===== config.mk =====
export PLATFORM = sky130hd
export DESIGN_NAME = mem_xfer_ctrl
export DESIGN_NICKNAME = d
export VERILOG_FILES = /design/src/rtl/mem_xfer_ctrl.sv
export SDC_FILE = /design/constraint.sdc
export NUM_CORES = 1
export LEC_CHECK = 0
export CAP_MARGIN = 10
export CORE_AREA = 2 2 590 592
export DETAILED_ROUTE_END_ITERATION = 10
export DIE_AREA = 0 0 592 594
export PLACE_DENSITY = 0.35
export SLEW_MARGIN = 20
export SYNTH_ARGS = -nofsm -noshare
export SYNTH_HDL_FRONTEND = slang
export SYNTH_SLANG_ARGS = --single-unit

===== constraint.sdc =====
create_clock -name clk -period 5.6 [get_ports clk]
set_input_delay 1.12 -clock clk [delete_from_list [all_inputs] [get_ports clk]]
set_output_delay 1.12 -clock clk [all_outputs]
set_load 0.1 [all_outputs]

===== src/rtl/mem_xfer_ctrl.sv =====
// Arbitrates NUM_CH word requestors onto single-line DMA read/write channels, doing
// word extract on reads and line read-modify-write on writes. Optional macro: MEM_XFER_LINE_CACHE_EN.
//
// state     | meaning
// IDLE      | waiting for a request; grants round-robin
// RD_GO     | line read start pulse
// RD_WAIT   | waiting for read data
// RD_POP    | pop line into line register
// MERGE     | splice write word into line register
// WR_GO     | line write start pulse
// WR_WAIT_F | waiting for room in write path
// WR_PUSH   | push merged line
// WR_WAIT_D | waiting for line write completion
// DONE      | completion pulse to granted channel
module mem_xfer_ctrl #(
  parameter int NUM_CH = 2,
  parameter int ADDR_W = 64,
  parameter int WORD_W = 32,
  parameter int CL_W   = 512
) (
  input  logic                               clk,
  input  logic                               rst_n,
  input  logic                               host_init,
  input  logic [NUM_CH-1:0]                  ch_req,
  input  logic [2*NUM_CH-1:0]                ch_op,
  input  logic [ADDR_W*NUM_CH-1:0]           ch_addr,
  input  logic [WORD_W*NUM_CH-1:0]           ch_wdata,
  output logic [NUM_CH-1:0]                  ch_done,
  output logic [NUM_CH-1:0]                  ch_err,
  output logic [WORD_W-1:0]                  ch_rdata,
  output logic                               ready,
  output logic                               dma_rd_go,
  output logic [ADDR_W-1:0]                  dma_rd_addr,
  output logic [ADDR_W-$clog2(CL_W/8):0]     dma_rd_size,
  input  logic                               dma_rd_empty,
  input  logic [CL_W-1:0]                    dma_rd_data,
  output logic                               dma_rd_en,
  output logic                               dma_wr_go,
  output logic [ADDR_W-1:0]                  dma_wr_addr,
  output logic [ADDR_W-$clog2(CL_W/8):0]     dma_wr_size,
  input  logic                               dma_wr_full,
  output logic [CL_W-1:0]                    dma_wr_data,
  output logic                               dma_wr_en,
  input  logic                               dma_wr_done
);

  localparam int WPL    = CL_W / WORD_W;
  localparam int OFF_LO = $clog2(WORD_W / 8);
  localparam int OFF_HI = $clog2(CL_W / 8);
  localparam int SZ_W   = ADDR_W - OFF_HI + 1;
  localparam int CH_W   = (NUM_CH > 1) ? $clog2(NUM_CH) : 1;
  localparam int WI_W   = (WPL > 1) ? $clog2(WPL) : 1;
  localparam logic [ADDR_W-1:0] LINE_MASK = ~(ADDR_W'(CL_W / 8) - ADDR_W'(1));
  localparam logic [1:0] OP_RD = 2'b01;
  localparam logic [1:0] OP_WR = 2'b10;

  typedef enum logic [3:0] {
    IDLE, RD_GO, RD_WAIT, RD_POP, MERGE, WR_GO, WR_WAIT_F, WR_PUSH, WR_WAIT_D, DONE
  } state_t;

  state_t              state_q, state_d;
  logic [CH_W-1:0]     rr_q, idx_q, arb_idx, cand;
  logic [1:0]          op_q;
  logic [ADDR_W-1:0]   addr_q, line_addr;
  logic [WORD_W-1:0]   wdata_q, word_sel;
  logic [CL_W-1:0]     line_q, merged;
  logic [WI_W-1:0]     word_idx;
  logic [NUM_CH-1:0]   ch_err_q;
  logic                wr_done_seen_q;
  logic                arb_hit, grant, illegal, hit;
  logic                rd_go, rd_en, wr_go, wr_en, done_pulse;

  logic [1:0]          op_arr    [NUM_CH];
  logic [ADDR_W-1:0]   addr_arr  [NUM_CH];
  logic [WORD_W-1:0]   wdata_arr [NUM_CH];
  logic [1:0]          sel_op;
  logic [ADDR_W-1:0]   sel_addr;
  logic [WORD_W-1:0]   sel_wdata;

  for (genvar g = 0; g < NUM_CH; g++) begin : g_unpack
    assign op_arr[g]    = ch_op[2*g +: 2];
    assign addr_arr[g]  = ch_addr[ADDR_W*g +: ADDR_W];
    assign wdata_arr[g] = ch_wdata[WORD_W*g +: WORD_W];
  end

  // first requester at or after the round-robin pointer
  always_comb begin
    arb_hit = 1'b0;
    arb_idx = rr_q;
    cand    = '0;
    for (int k = 0; k < NUM_CH; k++) begin
      cand = CH_W'((int'(rr_q) + k) % NUM_CH);
      if (!arb_hit && ch_req[cand]) begin
        arb_hit = 1'b1;
        arb_idx = cand;
      end
    end
  end

  assign sel_op    = op_arr[arb_idx];
  assign sel_addr  = addr_arr[arb_idx];
  assign sel_wdata = wdata_arr[arb_idx];
  assign illegal   = (sel_op != OP_RD) && (sel_op != OP_WR);
  // the cycle an error pulses, the offending requester has not yet dropped its request
  assign grant     = (state_q == IDLE) && host_init && arb_hit && (ch_err_q == '0);

  assign line_addr = addr_q & LINE_MASK;
  assign word_idx  = WI_W'((addr_q >> OFF_LO) & ADDR_W'(WPL - 1));

`ifdef MEM_XFER_LINE_CACHE_EN
  logic              valid_q;
  logic [ADDR_W-1:0] tag_q;

  assign hit = valid_q && (tag_q == (sel_addr & LINE_MASK));

  always_ff @(posedge clk or negedge rst_n) begin
    if (!rst_n) begin
      valid_q <= 1'b0;
      tag_q   <= '0;
    end else if (state_q == RD_POP || state_q == WR_PUSH) begin
      valid_q <= 1'b1;
      tag_q   <= line_addr;
    end
  end
`else
  assign hit = 1'b0;
`endif

  always_ff @(posedge clk or negedge rst_n) begin
    if (!rst_n) state_q <= IDLE;
    else        state_q <= state_d;
  end

  always_comb begin
    state_d    = state_q;
    rd_go      = 1'b0;
    rd_en      = 1'b0;
    wr_go      = 1'b0;
    wr_en      = 1'b0;
    done_pulse = 1'b0;
    case (state_q)
      IDLE: begin
        if (grant && !illegal) begin
          if (hit && sel_op == OP_RD) state_d = DONE;
          else if (hit)               state_d = MERGE;
          else                        state_d = RD_GO;
        end
      end
      RD_GO: begin
        rd_go   = 1'b1;
        state_d = RD_WAIT;
      end
      RD_WAIT:   if (!dma_rd_empty) state_d = RD_POP;
      RD_POP: begin
        rd_en   = 1'b1;
        state_d = (op_q == OP_WR) ? MERGE : DONE;
      end
      MERGE:     state_d = WR_GO;
      WR_GO: begin
        wr_go   = 1'b1;
        state_d = WR_WAIT_F;
      end
      WR_WAIT_F: if (!dma_wr_full) state_d = WR_PUSH;
      WR_PUSH: begin
        wr_en   = 1'b1;
        state_d = WR_WAIT_D;
      end
      WR_WAIT_D: if (dma_wr_done || wr_done_seen_q) state_d = DONE;
      DONE: begin
        done_pulse = 1'b1;
        state_d    = IDLE;
      end
      default:   state_d = IDLE;
    endcase
  end

  always_ff @(posedge clk or negedge rst_n) begin
    if (!rst_n) begin
      rr_q     <= '0;
      idx_q    <= '0;
      op_q     <= '0;
      addr_q   <= '0;
      wdata_q  <= '0;
      ch_err_q <= '0;
    end else begin
      ch_err_q <= '0;
      if (grant) begin
        idx_q   <= arb_idx;
        op_q    <= sel_op;
        addr_q  <= sel_addr;
        wdata_q <= sel_wdata;
        rr_q    <= (arb_idx == CH_W'(NUM_CH - 1)) ? '0 : arb_idx + CH_W'(1);
        if (illegal) ch_err_q <= NUM_CH'(1) << arb_idx;
      end
    end
  end

  // done level only counts once WR_GO has retired the previous transfer's level
  always_ff @(posedge clk or negedge rst_n) begin
    if (!rst_n) begin
      wr_done_seen_q <= 1'b0;
    end else if (state_q == WR_GO) begin
      wr_done_seen_q <= 1'b0;
    end else if ((state_q == WR_WAIT_F || state_q == WR_PUSH) && dma_wr_done) begin
      wr_done_seen_q <= 1'b1;
    end
  end

  always_comb begin
    merged   = line_q;
    word_sel = '0;
    for (int w = 0; w < WPL; w++) begin
      if (WI_W'(w) == word_idx) begin
        merged[w*WORD_W +: WORD_W] = wdata_q;
        word_sel                   = line_q[w*WORD_W +: WORD_W];
      end
    end
  end

  always_ff @(posedge clk or negedge rst_n) begin
    if (!rst_n)                 line_q <= '0;
    else if (state_q == RD_POP) line_q <= dma_rd_data;
    else if (state_q == MERGE)  line_q <= merged;
  end

  assign ch_done     = done_pulse ? (NUM_CH'(1) << idx_q) : '0;
  assign ch_err      = ch_err_q;
  assign ch_rdata    = (done_pulse && op_q == OP_RD) ? word_sel : '0;
  assign ready       = (state_q == IDLE) && host_init;
  assign dma_rd_go   = rd_go;
  assign dma_rd_en   = rd_en;
  assign dma_rd_addr = line_addr;
  assign dma_rd_size = SZ_W'(1);
  assign dma_wr_go   = wr_go;
  assign dma_wr_en   = wr_en;
  assign dma_wr_addr = line_addr;
  assign dma_wr_size = SZ_W'(1);
  assign dma_wr_data = line_q;

endmodule


==> results of run 1 <==
-- metrics by stage --
step           cell area (µm²)    util  hold WS [ns]  worst slack [ns]
6_report                 56430  0.1635        0.3716            0.2685
5_1_grt                  56350  0.1633        0.4165           0.04437
4_1_cts                  56330  0.1632        0.3991         0.0004334
3_5_place_dp             53110  0.1539        0.4767            0.2092
3_3_place_gp             53080  0.1538        0.4686            0.1901
2_1_floorplan            35730       -        0.4769            0.4991
-- repair_timing --
action	in CTS	in global routing
endpoints found under the setup margin	12	0
buffers inserted	3	0
gates resized for setup	12	0
hold endpoints to repair	0	0
-- worst paths after layout --
kind	startpoint	to	slack (ns)	depth (start not counted)
worst max-delay path	addr_q[3]$_DFFE_PN0P_	ch_rdata[16]	0.27	7
worst min-delay path	rst_n	dma_wr_data[345]$_DFFE_PN0P_	0.37	1
worst max register to register	addr_q[3]$_DFFE_PN0P_	dma_wr_data[323]$_DFFE_PN0P_	1.58	9
worst min register to register	wdata_q[21]$_DFFE_PN0P_	wdata_q[21]$_DFFE_PN0P_	0.49	2
max in group asynchronous	rst_n	dma_wr_data[347]$_DFFE_PN0P_	3.83	3
min in group clk	wdata_q[21]$_DFFE_PN0P_	wdata_q[21]$_DFFE_PN0P_	0.49	2
-- cells by family after synthesis --
logic type,after synthesis,synth area share
mux,683,0.1994
compound gates,1017,0.1650
simple gates,852,0.09934
buf+inv,613,0.09757
xor+xnor,2,0.0004970
flops,617,0.4380
other cells,2,0.0002130
-- flip-flops by register name (all words and copies together) (netlist names) --
register,flops
wdata_q,32
dma_wr_data,512
idx_q,1
addr_q,62
wr_done_seen_q,1
ch_err,2
op_q,2
state_q,4
rr_q,1
-- layout by cell type (no fill, tap or decap), drive strengths merged, types with 75 or more instances in the layout --
| cell type | n |
|---|---|
| o21ai | 668 |
| conb | 130 |
| mux2i | 645 |
| dfrtp | 617 |
| a21oi | 95 |
| clkdlybuf4s50 | 992 |
| nand2 | 684 |
| buf | 561 |
| nor2 | 75 |
| clkbuf | 137 |
-- per-layer routing --
| metal | wire (µm) | GRT usage | share of wire | vias to the layer above |
|---|---|---|---|---|
| met2 | 185100 | 0.3618 | 0.51 | 1677 |
| met4 | 12630 | 0.06504 | 0.035 | 40 |
| met1 | 136900 | 0.2207 | 0.38 | 17910 |
| met5 | 254 | 0 | 0.00070 | - |
| met3 | 25720 | 0.05272 | 0.071 | 384 |
| li1 | - | - | - | 15390 |
-- layout make-up --
type,instances,area share
multi-input combinational,2684,0.3044
sequential,617,0.2742
timing repair buffer,1557,0.2627
tap,4578,0.1015
clock buffer,133,0.04840
clock inverter,28,0.006319
antenna,41,0.001818
inverter,8,0.0005765
==> results.yml, run 1 <==
status:
  outcome: "finished, final reports clean"
place:
  gp_congestion: 0.8287
  io_buffers: 1380
  dpl.hpwl_um: 296100
  placed_cells: 9441
timing:
  worst_pin_slew_ns: 1.174
  rsz0062_at_grt: "false"
  setup_violations: 0
  relSlewSlack: 0.2149
  fmax_ghz: 0.1876
  fin_crit_ns: 5.331
  fin_tns_setup_ns: 0
  hold_viol: 0
  period_share: 0.9521
  report.final.slew_viol_count: 0
  finClkSkew_ns: 0.04151
setup_path:
  worstSetupEndpointType: "output port"
  path_class: "flop to output port"
  path_delay_family: "compound AO/OA/AOI/OAI gates"
  cp_common_cell: "a22oi_1"
  cp.required_ns: 4.48
  cp_max_fo: 29
  start_kind: "flop"
  cp.arrival_ns: 4.21
  critPathBufInv: 2
  path_cells: "buf_4 -> nor2b_2 -> a22oi_1 -> o22ai_1 -> a22oi_1 -> a21oi_1 -> buf_12"
  cpPeakStageDelay_ns: 0.84
  critPathSlowestCell: "nor2b_2"
detailed_routing:
  drt-total-wl_um: 360600
  drtPass1Iterations: 5
  drtIter0Drc: 2401
  vias: 35400
  avgViaCountPerCell: 3.670
  drc: 0
  avgRoutedWirePerCell_um: 37.38
  antenna_left: 0
min_path:
  hold_path_class: "input port to async pin"
grt:
  antenna_found_initial: 121
  overflow: 0
  grt_pass1_vias: 36370
  grtUsageTotal: 0.1985
  grt_pass1_wl_um: 445500
  grt_max_degree: 202
logic_synthesis:
  synthArstFlopShare: 1.000
  synth-seq-area-share: 0.4380
  synth_cell_types: 70
  ys_warn_count: 0
  synthCells: 3786
  synth.most_common_cell: "nand2_1"
  syn_area_um2: 35250
  ys_seq_elements: 617
  synth_area_leaders: "dfrtp_1, mux2i_1, o21ai_1, nand2_1, buf_4"
  avgSynthCellArea_um2: 9.312
  synth_common_cells: "nand2_1, mux2i_1, dfrtp_1, o21ai_1, buf_4"
  synth_edf_count: 0
  synth_area_leader_cell: "dfrtp_1"
  synth_top_area_frac: 0.4380
  synth_ff_type: "dfrtp_1"
clock_tree:
  htreeDepth: 3
  clk_latency_ns: 0.81
  cts_num_sinks: 617
  worst_setup_hold_path_clk_slew_ns: 0.06
  cts-root-buf: "clkbuf_16"
  cts_hold_buffers: 0
  cts_tree: "built"
  max-clock-path-buffers: 4
  cts_buffers: 94
flow_run:
  drv_cap: 0
floorplanning:
  coreArea_um2: 345100
  dieArea_um2: 351600
  io_pins: 1515
  fp-row-count: 216
  start_util: 0.1021
  die_h_um: 594
  chipWidth_um: 592
layout:
  nFillCells: 38820
  multiInputGateArea_um2: 17180
  synthToLayoutAreaGrowth_pct: 60.07
  seq_area_um2: 15470
  instances_no_fill: 9646
  layout-drive-gt1-share: 0.1617
  nets: 5678
Power of run 1 is left out: the tool's default activity adds up to more than one toggle a clock period on the data nets, which glitch-free logic cannot reach.
==> inputs of run 2 (changes only) <==
--- a/config.mk
+++ b/config.mk
@@ -6,10 +6,11 @@
 export NUM_CORES = 1
 export LEC_CHECK = 0
 export CAP_MARGIN = 10
-export CORE_AREA = 2 2 590 592
+export CORE_AREA = 2 2 586 588
 export DETAILED_ROUTE_END_ITERATION = 10
-export DIE_AREA = 0 0 592 594
+export DIE_AREA = 0 0 588 590
 export PLACE_DENSITY = 0.35
+export SETUP_SLACK_MARGIN = 0.3
 export SLEW_MARGIN = 20
 export SYNTH_ARGS = -nofsm -noshare
 export SYNTH_HDL_FRONTEND = slang
==> constraint.sdc (replaced) <==
create_clock -name clk -period 6.1 [get_ports clk]
set_input_delay 1.22 -clock clk [delete_from_list [all_inputs] [get_ports clk]]
set_output_delay 1.22 -clock clk [all_outputs]
set_load 0.1 [all_outputs]
==> results.yml, run 2 (synthesized netlist as in run 1, its figures left out) <==
flow_run:
  drv_cap: 0
place:
  post-place-ws_ns: 1.010
  placed_cells: 9417
  gp_congestion: 0.8288
  dpl.hpwl_um: 291300
  io_buffers: 1380
grt:
  antenna_found_initial: 134
  grt_max_degree: 158
  grtUsageTotal: 0.1979
  grt_pass1_vias: 36790
  grt_pass1_wl_um: 442700
  overflow: 0
layout:
  instances_no_fill: 9631
  layout-drive-gt1-share: 0.1583
  largest_reg_flops: 512
  layout_common_cells: "clkdlybuf4s50_1, nand2_1, mux2i_1"
  layout_commonest_cell: "clkdlybuf4s50_1"
  utilization: 0.1650
  synthToLayoutAreaGrowth_pct: 59.66
  nets: 5674
clock_tree:
  cts_tree: "built"
  cts_buffers: 96
  cts_hold_buffers: 0
  max-clock-path-buffers: 4
  htreeDepth: 3
  cts_num_sinks: 617
  clk_latency_ns: 0.84
  cts-root-buf: "clkbuf_16"
  worst_setup_hold_path_clk_slew_ns: 0.05
detailed_routing:
  drtIter0Drc: 2517
  vias: 35790
  drc: 0
  avgRoutedWirePerCell_um: 36.95
  antenna_left: 0
  drtPass1Iterations: 7
  drt-total-wl_um: 355900
  avgViaCountPerCell: 3.716
floorplanning:
  io_pins: 1515
  chipWidth_um: 588
  dieArea_um2: 346900
  start_util: 0.1034
  coreArea_um2: 341100
  fp-row-count: 215
  die_h_um: 590
timing:
  rsz0062_at_grt: "false"
  final.setup.worst_slack_ns: 0.5020
  report.final.slew_viol_count: 0
  period_share: 0.9177
  hold_viol: 0
  fin_crit_ns: 5.598
  finClkSkew_ns: 0.06107
  worst_pin_slew_ns: 1.198
  setup_violations: 0
  fmax_ghz: 0.1786
  relSlewSlack: 0.1990
  fin_tns_setup_ns: 0
setup_path:
  start_kind: "flop"
  reg2reg_slack_ns: 1.95
  cp.arrival_ns: 4.38
  cp.required_ns: 4.88
  worstSetupEndpointType: "output port"
  path_class: "flop to output port"
  cp_max_fo: 36
status:
  outcome: "finished, final reports clean"
min_path:
  hold_path_class: "flop to flop"
run 2: worst paths after layout:
check                      depth (start not counted)                            to                    start
max                                                9                  ch_rdata[26]    addr_q[4]$_DFFE_PN0P_
min                                                2       wdata_q[29]$_DFFE_PN0P_  wdata_q[29]$_DFFE_PN0P_
max reg2reg                                        8  dma_wr_data[332]$_DFFE_PN0P_    addr_q[2]$_DFFE_PN0P_
min reg2reg                                        2       wdata_q[29]$_DFFE_PN0P_  wdata_q[29]$_DFFE_PN0P_
max in group asynchronous                          2    dma_wr_data[7]$_DFFE_PN0P_                    rst_n
min in group asynchronous                          1   dma_wr_data[49]$_DFFE_PN0P_                    rst_n
run 2: final cells by class:
type                    instances  area [µm²]
flip-flops and latches        617       15460
fillers                     38550      284800
clock inverters                37       414.1
well taps                    4557        5702
clock buffers                 130        2710
multi-input cells            2684       17150
diodes                         47       117.6
inverters                       8       32.53
repair buffers               1551       14690
run 2: layer usage:
layer  part of all wire  global-route usage  vias to the layer above
met5             0.0010                   0                        -
li1                   -                   -                    15360
met2               0.52              0.3650                     1702
met3              0.060             0.04606                      398
met4              0.031             0.05643                       56
met1               0.39              0.2250                    18270
run 2: per-stage QoR:
step,area (µm²),hold slack (ns)
detailed placement,53010,0.4762
CTS,56170,0.4896
floorplan,35730,0.4769
global route,56200,0.5073
finish,56290,0.4871
global placement,52930,0.4681
run 2: worst max-delay path: stages (launching register included):
cell	delay (ns)
dfrtp_4	0.70
nor2b_4	0.64
nand2_2	0.43
buf_4	0.28
o22ai_1	0.17
a2111oi_2	0.07
buf_2	0.20
buf_4	0.17
a221oi_2	0.57
buf_12	0.26
run 2: timing repair:
| action | 4_1_cts | 5_1_grt |
|---|---|---|
| buffers inserted | 0 | 0 |
| endpoints found under the setup margin | 5 | 0 |
| gates resized for setup | 5 | 0 |
Power of run 2 is left out for the same reason.
